<file path="config.mk">
export PLATFORM = sky130hd
export DESIGN_NAME = mux_rr_n
export DESIGN_NICKNAME = d
export VERILOG_FILES = /design/src/rtl/mux_rr_n.sv
export SDC_FILE = /design/constraint.sdc
export NUM_CORES = 1
export LEC_CHECK = 0
export CORE_AREA = 2 2 60 85
export CTS_CLUSTER_SIZE = 24
export DETAILED_ROUTE_END_ITERATION = 16
export DIE_AREA = 0 0 62 87
export SYNTH_ARGS = -nofsm -noshare
export SYNTH_HDL_FRONTEND = slang
export SYNTH_SLANG_ARGS = --single-unit
</file>
<file path="constraint.sdc">
create_clock -name clk -period 7.1 [get_ports clk]
set_input_delay 1.775 -clock clk [delete_from_list [all_inputs] [get_ports clk]]
set_output_delay 1.775 -clock clk [all_outputs]
set_load 0.02 [all_outputs]
</file>
<file path="src/rtl/mux_rr_n.sv">
// mux_rr_n: round-robin NUM_CH:1 merge of valid-qualified streams with burst holding.
// Latency: one cycle from pop[i] to data_out/valid_out; switches between channels add no bubble.
// Backpressure: pause blocks every pop; the grant and the burst count hold until pause drops.
//
// Ports:
//   clk       - single clock, rising edge
//   reset     - synchronous, active-high; also forces pop to zero while high
//   data_in   - flattened channel words, channel i at [i*DATA_W +: DATA_W]
//   valid_in  - per-channel word-available flags
//   pause     - downstream stall
//   pop       - combinational one-hot (or zero) accept strobe per channel
//   data_out  - registered word accepted in the previous cycle (0 when none)
//   valid_out - registered, high when data_out carries a word
module mux_rr_n #(
  parameter int NUM_CH    = 4,
  parameter int DATA_W    = 8,
  parameter int MAX_BURST = 4
) (
  input  logic                     clk,
  input  logic                     reset,
  input  logic [NUM_CH*DATA_W-1:0] data_in,
  input  logic [NUM_CH-1:0]        valid_in,
  input  logic                     pause,
  output logic [NUM_CH-1:0]        pop,
  output logic [DATA_W-1:0]        data_out,
  output logic                     valid_out
);

  localparam int IDX_W = $clog2(NUM_CH);
  localparam int CNT_W = (MAX_BURST > 0) ? $clog2(MAX_BURST + 1) : 1;
  localparam logic [CNT_W-1:0] CNT_MAX = CNT_W'(MAX_BURST);
  localparam logic [CNT_W-1:0] CNT_ONE = CNT_W'(1);

  typedef enum logic {
    S_IDLE,
    S_BURST
  } state_t;

  state_t             r_state;
  logic [IDX_W-1:0]   r_last;
  logic [IDX_W-1:0]   r_grant;
  logic [CNT_W-1:0]   r_cnt;

  state_t             w_state_nxt;
  logic [IDX_W-1:0]   w_last_nxt;
  logic [IDX_W-1:0]   w_grant_nxt;
  logic [CNT_W-1:0]   w_cnt_nxt;
  logic               w_pop_vld;
  logic [IDX_W-1:0]   w_pop_idx;
  logic [NUM_CH-1:0]  w_grant_oh;
  logic [NUM_CH-1:0]  w_others;
  logic               w_limit;
  logic [IDX_W:0]     w_pick_idle;
  logic [IDX_W:0]     w_pick_sw;
  logic [DATA_W-1:0]  w_sel_dat;

  // First requesting channel scanning start, start+1, ... modulo NUM_CH.
  // Result is {found, index}.
  function automatic logic [IDX_W:0] rr_pick(input int start, input logic [NUM_CH-1:0] req);
    logic             found;
    logic [IDX_W-1:0] idx;
    logic [IDX_W-1:0] j;
    found = 1'b0;
    idx   = '0;
    for (int k = 0; k < NUM_CH; k++) begin
      j = IDX_W'((start + k) % NUM_CH);
      if (!found && req[j]) begin
        found = 1'b1;
        idx   = j;
      end
    end
    return {found, idx};
  endfunction

  always_comb begin
    w_state_nxt = r_state;
    w_last_nxt  = r_last;
    w_grant_nxt = r_grant;
    w_cnt_nxt   = r_cnt;
    w_pop_vld   = 1'b0;
    w_pop_idx   = '0;
    w_grant_oh  = NUM_CH'(1) << r_grant;
    w_others    = valid_in & ~w_grant_oh;
    // The count saturates at MAX_BURST, so reaching it means the limit is hit.
    w_limit     = (MAX_BURST != 0) && (r_cnt >= CNT_MAX);
    w_pick_idle = rr_pick(int'(r_last) + 1, valid_in);
    // Switching never re-picks the current grant: it is masked out of the request set.
    w_pick_sw   = rr_pick(int'(r_grant) + 1, w_others);

    if (!reset) begin
      case (r_state)
        S_IDLE: begin
          if (!pause && w_pick_idle[IDX_W]) begin
            w_pop_vld   = 1'b1;
            w_pop_idx   = w_pick_idle[IDX_W-1:0];
            w_grant_nxt = w_pick_idle[IDX_W-1:0];
            w_cnt_nxt   = CNT_ONE;
            w_state_nxt = S_BURST;
          end
        end
        S_BURST: begin
          if (!pause) begin
            // Hold the channel past the limit only when nobody else is waiting.
            if (valid_in[r_grant] && (!w_limit || (w_others == '0))) begin
              w_pop_vld = 1'b1;
              w_pop_idx = r_grant;
              if ((MAX_BURST == 0) || (r_cnt < CNT_MAX)) begin
                w_cnt_nxt = r_cnt + CNT_ONE;
              end
            end else begin
              w_last_nxt = r_grant;
              if (w_pick_sw[IDX_W]) begin
                w_pop_vld   = 1'b1;
                w_pop_idx   = w_pick_sw[IDX_W-1:0];
                w_grant_nxt = w_pick_sw[IDX_W-1:0];
                w_cnt_nxt   = CNT_ONE;
              end else begin
                w_state_nxt = S_IDLE;
              end
            end
          end
        end
        default: w_state_nxt = S_IDLE;
      endcase
    end
  end

  assign pop       = w_pop_vld ? (NUM_CH'(1) << w_pop_idx) : '0;
  assign w_sel_dat = data_in[int'(w_pop_idx)*DATA_W +: DATA_W];

  always_ff @(posedge clk) begin
    if (reset) begin
      r_state   <= S_IDLE;
      r_last    <= IDX_W'(NUM_CH - 1);
      r_grant   <= '0;
      r_cnt     <= '0;
      data_out  <= '0;
      valid_out <= 1'b0;
    end else begin
      r_state   <= w_state_nxt;
      r_last    <= w_last_nxt;
      r_grant   <= w_grant_nxt;
      r_cnt     <= w_cnt_nxt;
      // Idle cycles drive zero rather than holding the last word.
      data_out  <= w_pop_vld ? w_sel_dat : '0;
      valid_out <= w_pop_vld;
    end
  end

endmodule

</file>
* Word-level counts from Yosys, hierarchy flattened *
Index checks and enable logic that the tools add are counted.

storage, ports and cells
  register bits = 17
  latch bits = 0
  memories kept = 0
  ROM bits = 0
  word-level logic and storage cells = 123
  memory bits (writable) = 0

cells by class
  reduce and logical (&&, ||, !) cells = 22
  mux-type cells = 60
  divide/modulo/power cells = 0
  bitwise gates (word level) = 6
  $mul = 0
  shift operators = 3
  magnitude comparators = 11
  add/subtract/negate cells = 9
  equality and inequality tests = 6

operators with widths
  operator             count
  $mux 2               17
  $shiftx 32x6->8      1
  $lt 2x3->1 const B   9
  $mux 1               23
  $bmux 1 s2           9
  $mux 3               5
  $add 2x1->2 const B  4
  $add 2x2->2 const B  4
  $logic_and 1x1->1    8
  $logic_not 1->1      8
  $pmux 2 s2           2
  $reduce_and 4->1     2
  $shl 1x2->4 const A  2
  $ne 2x2->1 const B   3
  $pmux 3 s2           1
  $and 4x4->4          1
  $logic_not 4->1      1
  $mux 4               1
  $not 1->1            4
  $not 4->4            1
  $pmux 1 s2           2
  $add 3x1->3 const B  1
  $ge 3x3->1 const B   1
  $lt 3x3->1 const B   1
  6 further kinds      6

* Longest topological paths before layout *
  depth after elaboration = 22
  depth in mapped cells = 11
  mapped depth without buffers = 8

* Worst setup path after synthesis *
No wires, ideal clock.

  path kind = input -> output
  from = in valid_in[2]
  to = out pop[2]
  data arrival time = 3.572 ns
  stages = 7
  data required time = 5.325 ns
  buffers on the path = 1
  path slack = 1.753 ns
  path through = nor2b_2 > or4_1 > buf_2 > nand3_1 > a21oi_1 > nor3_1 > nor3b_1

between the ends
  longest elaborated chain between the ends = 20
  elaborated cells between the ends (all ways) = 65
  classes of those cells = 1 x shift; 47 x mux; 1 x bitwise; 16 x reduce/logical

ends and longest elaborated chain
  item                              RTL line  text
  start, declared                   22        input logic [NUM_CH-1:0] valid_in,
  $and 4x4->4                       83        w_others = valid_in & ~w_grant_oh;
  $bmux 1 s2                        67        if (!found && req[j]) begin
  $mux 1 (not written as such)      67
  $mux 1                            67
  $logic_not 1->1                   67
  $logic_and 1x1->1                 67
  $mux 1                            67
  $logic_not 1->1                   67
  [... 4 more ...]                  -
  $mux 2 or $mux 1 (tied branches)  67
  $mux 2                            112       if (w_pick_sw[IDX_W]) begin
  $mux 2                            104       if (valid_in[r_grant] && (!w_limit || (w_others == '0))) begin
  $mux 2                            102       if (!pause) begin
  $pmux 2 s2                        91        case (r_state)
  $mux 2                            90        if (!reset) begin
  $shl 1x2->4                       128       assign pop = w_pop_vld ? (NUM_CH'(1) << w_pop_idx) : '0;
  $mux 4 *                          128
  end, declared                     24        output logic [NUM_CH-1:0] pop,

Every way passes the cells marked *; elsewhere a longest branch is shown, timed or not. The select of a mux whose other input is x is not followed.

* Final worst setup path *
  from = in valid_in[1]
  to = out pop[2]

Same word-level chain as after synthesis.

==> impl_metrics.yaml <==
sta:
  timing.fmax_mhz: 156
  drv_slew: 0
  post-route-worst-setup-slack_ns: 0.692
  timing.clock.skew_ns: 0.00128
  slew_headroom_pct: 55.2
  layout_worst_path_cycle_share_pct: 90.3
  setup-violations-final: 0
  final_period_minus_worst_setup_slack_ns: 6.41
  hold_viol_final: 0
  worstMarginPinSlew_ns: 0.663
  setup_tns_final_ns: 0
  grt_setup_unrepaired: "no"
floorplan:
  core.rowCount: 30
  dieHeight_um: 87
  starting_density_pct: 28.7
  dieArea_um2: 5390
  top_level_ports: 52
  coreArea_um2: 4690
  die_width_um: 62
routing:
  wl_cell_um: 12.8
  routed_vias_inst: 4.90
  drtPass1Iterations: 4
  route.antenna.remaining_nets: 0
  via_count: 1323
  drt_drc_violations_left: 0
  drt-initial-drc-count: 81
  finalWirelength_mm: 3.44
place:
  dp_hpwl_mm: 2.79
  dpl_worst_slack_ns: 0.732
  post_dp_cell_area_um2: 1910
  finalWeightedCongestion: 0.903
  numPortBuffers: 51
  post-place-cells: 266
global_routing:
  first_global_vias: 1193
  grt_antenna_before_repair: 0
  grt_usage_pct: 13.3
  grt_max_degree: 18
  globalRoute.totalOverflow: 0
  first_pass_grt_wire_length_mm: 5.47
synthesis:
  yosys-mux-area-fraction_pct: 13.5
  postSynthNetCount: 200
  combinational_family_with_the_most_area_after_synthesis: "compound AO/OA/AOI/OAI gates"
  share_of_synthesized_cell_area_in_full_adder_half_adder_and_majority_cells_pct: 5.57
  synth_simple_gate_area_share_pct: 24.0
  fraction_of_synthesis_flops_using_an_asynchronous_set_or_reset_pin_pct: 0
  synth.ff_latch_count: 17
  synth-xor-area-share_pct: 0
  syn_avg_cell_area_um2: 8.70
  yosysWarningCount: 0
  synth_enable_flop_cells: 0
  yosys_most_used_dff: "dfxtp_1"
  compound_gate_portion_of_the_synthesized_area_pct: 26.2
  synth.distinct_cells: 48
  synthesis.area_um2: 1350
  syn-instance-count: 155
  yosysSeqAreaShare_pct: 25.2
power_and_ir_drop:
  vdd_ir_drop_max_mv: 0.0966
  power_leakage_nw: 0.678
  power_per_cell_area_nw_per_um2: 149
clock_network:
  clock_sink_count: 17
  cts_resized: 0
  ctsHoldBuffers: 0
  cts_buffers: 3
  clk-insertion-delay-late_ns: 0.25
  cts_tree: "built"
  cts_max_level: 1
  clk_pin_slew_ns: 0.07
  clk_path_buf_depth: 2
  number_of_buffers_added_for_setup_after_cts: 0
  cts-root-buf: "clkbuf_8"
critical_path:
  startpoint_type: "primary input"
  worstPathMaxFanout: 8
  cpLargestDelayFamily: "simple AND/OR/NAND/NOR gates"
  worst_path_most_repeated_cell: "clkdlybuf4s50_1"
  reg2reg_to: "data_out[0]$_SDFF_PP0_"
  timing.setup.critical_path_class: "in -> out"
  r2r_cell_count: 8
  worst-path-buf-inv: 2
  nature_of_the_critical_path_endpoint: "primary output"
  cell_by_cell_trace_of_the_critical_path: "clkdlybuf4s50_1 > nor2b_2 > or4_1 > nand3_1 > a21oi_1 > nor3_1 > nor3b_1 > clkdlybuf4s50_1"
  timing.critical_path.slowest_stage_cell: "clkdlybuf4s50_1"
  worst_path_largest_cell_delay_ns: 0.65
  crit-reg2reg-launch: "r_grant[0]$_SDFFE_PP0P_"
  worstPathArrival_ns: 4.63
  worst-endpoint-required_ns: 5.33
  r2r_setup_slack_ns: 4.34
worst_hold_path:
  hold_class: "reg -> reg"
  hold_path_startpoint: "r_cnt[0]$_SDFFE_PP0P_"
  worst_hold_path.endpoint: "r_cnt[0]$_SDFFE_PP0P_"
  hold-path-cell-count: 1
layout:
  area_delta_synth_final_pct: 45.3
  n_antenna_cell: 0
  nets_final: 252
  multiInputGateArea_um2: 935
  fillers: 482
  drive_above_1_share_pct: 8.25
  regArea_um2: 340
  post-route-cell-area_um2: 1960
  final_cell_count_no_fill: 270
outcome:
  run_status: "completed"
job:
  max_cap_viol_count: 0
[cell usage after synthesis, drive strengths merged (4+ instances only)]
cell | n | share of area [%]
a21o | 5 | 2.8
a21oi | 8 | 3.2
buf | 4 | 2.7
dfxtp | 17 | 25
ha | 6 | 5.6
inv | 7 | 1.9
mux2i | 16 | 12
nand2 | 4 | 1.1
nand2b | 6 | 2.8
nor2 | 13 | 3.6
nor2b | 7 | 4.2
nor3 | 10 | 4.1
o21ai | 5 | 1.9
o22ai | 9 | 4.2
[flip-flops by register name, summed over array words and instances, names as in the netlist]
register   flops
r_cnt          3
r_state        1
data_out       8
r_last         2
valid_out      1
r_grant        2
[layout make-up]
cell class                 count  area share (%)
tap                           64            4.09
sequential                    17            17.4
multi-input combinational    124            47.7
inverter                       7            1.34
timing repair buffer          54            27.2
clock buffer                   4            2.30
[cells by family after synthesis]
family,count (synthesis)
AO/OA/AOI/OAI,46
flip-flops,17
adder cells (fa/ha/maj),6
multiplexers,17
buffers and inverters,14
AND/OR/NAND/NOR,55
[metal layers]
layer  GRT usage [%]  vias up  part of all wire [%]
met4            4.06        0                  0.67
li1                -      678                     -
met5               0        -                     0
met2            22.0       55                    50
met3            2.97        2                   6.2
met1            16.8      588                    43
[metrics by stage]
step	hold slack [ns]	power [mW]	utilization, %
after floorplan	0.446	0.179	-
after global placement	0.462	0.223	40.8
after detailed placement	0.479	0.223	40.8
after CTS	0.489	0.297	41.8
after global routing	0.547	0.311	41.8
final	0.493	0.292	41.8
[cells in the final DEF (no fill, tap or decap), types with 2 or more instances in the layout]
| cell type | synthesis | routed |
|---|---|---|
| a211o_1 | 2 | 2 |
| a211oi_1 | 3 | 3 |
| a21o_1 | 5 | 5 |
| a21oi_1 | 7 | 7 |
| and2b_1 | 2 | 2 |
| buf_4 | 0 | 3 |
| clkbuf_8 | 0 | 3 |
| clkdlybuf4s50_1 | 0 | 51 |
| dfxtp_1 | 17 | 17 |
| ha_1 | 6 | 6 |
| inv_1 | 7 | 7 |
| mux2i_1 | 16 | 16 |
| nand2_1 | 4 | 4 |
| nand2b_1 | 6 | 6 |
| nand3_1 | 2 | 2 |
| nor2_1 | 13 | 13 |
| nor2b_1 | 4 | 4 |
| nor2b_2 | 2 | 2 |
| nor3_1 | 9 | 9 |
| nor4_1 | 2 | 2 |
| o21a_1 | 3 | 3 |
| o21ai_0 | 5 | 5 |
| o22ai_1 | 9 | 9 |
[worst max-delay path by stage]
stage	from	to	slack, ns	depth (start not counted)
after floorplan	valid_in[2]	pop[2]	1.75	7
after global placement	valid_in[1]	pop[2]	0.81	8
after detailed placement	valid_in[2]	pop[2]	0.73	8
after CTS	valid_in[1]	pop[2]	0.71	8
after global routing	valid_in[1]	pop[2]	0.58	8
final	valid_in[1]	pop[2]	0.69	8
[where the power goes]
part           total [mW]  internal (mW)  switching, mW  leakage [nW]
Combinational       0.111         0.0587         0.0524         0.516
Sequential          0.109          0.102        0.00677         0.140
Clock              0.0722         0.0398         0.0325        0.0228
No activity file was read; power rests on OpenSTA's default activity.
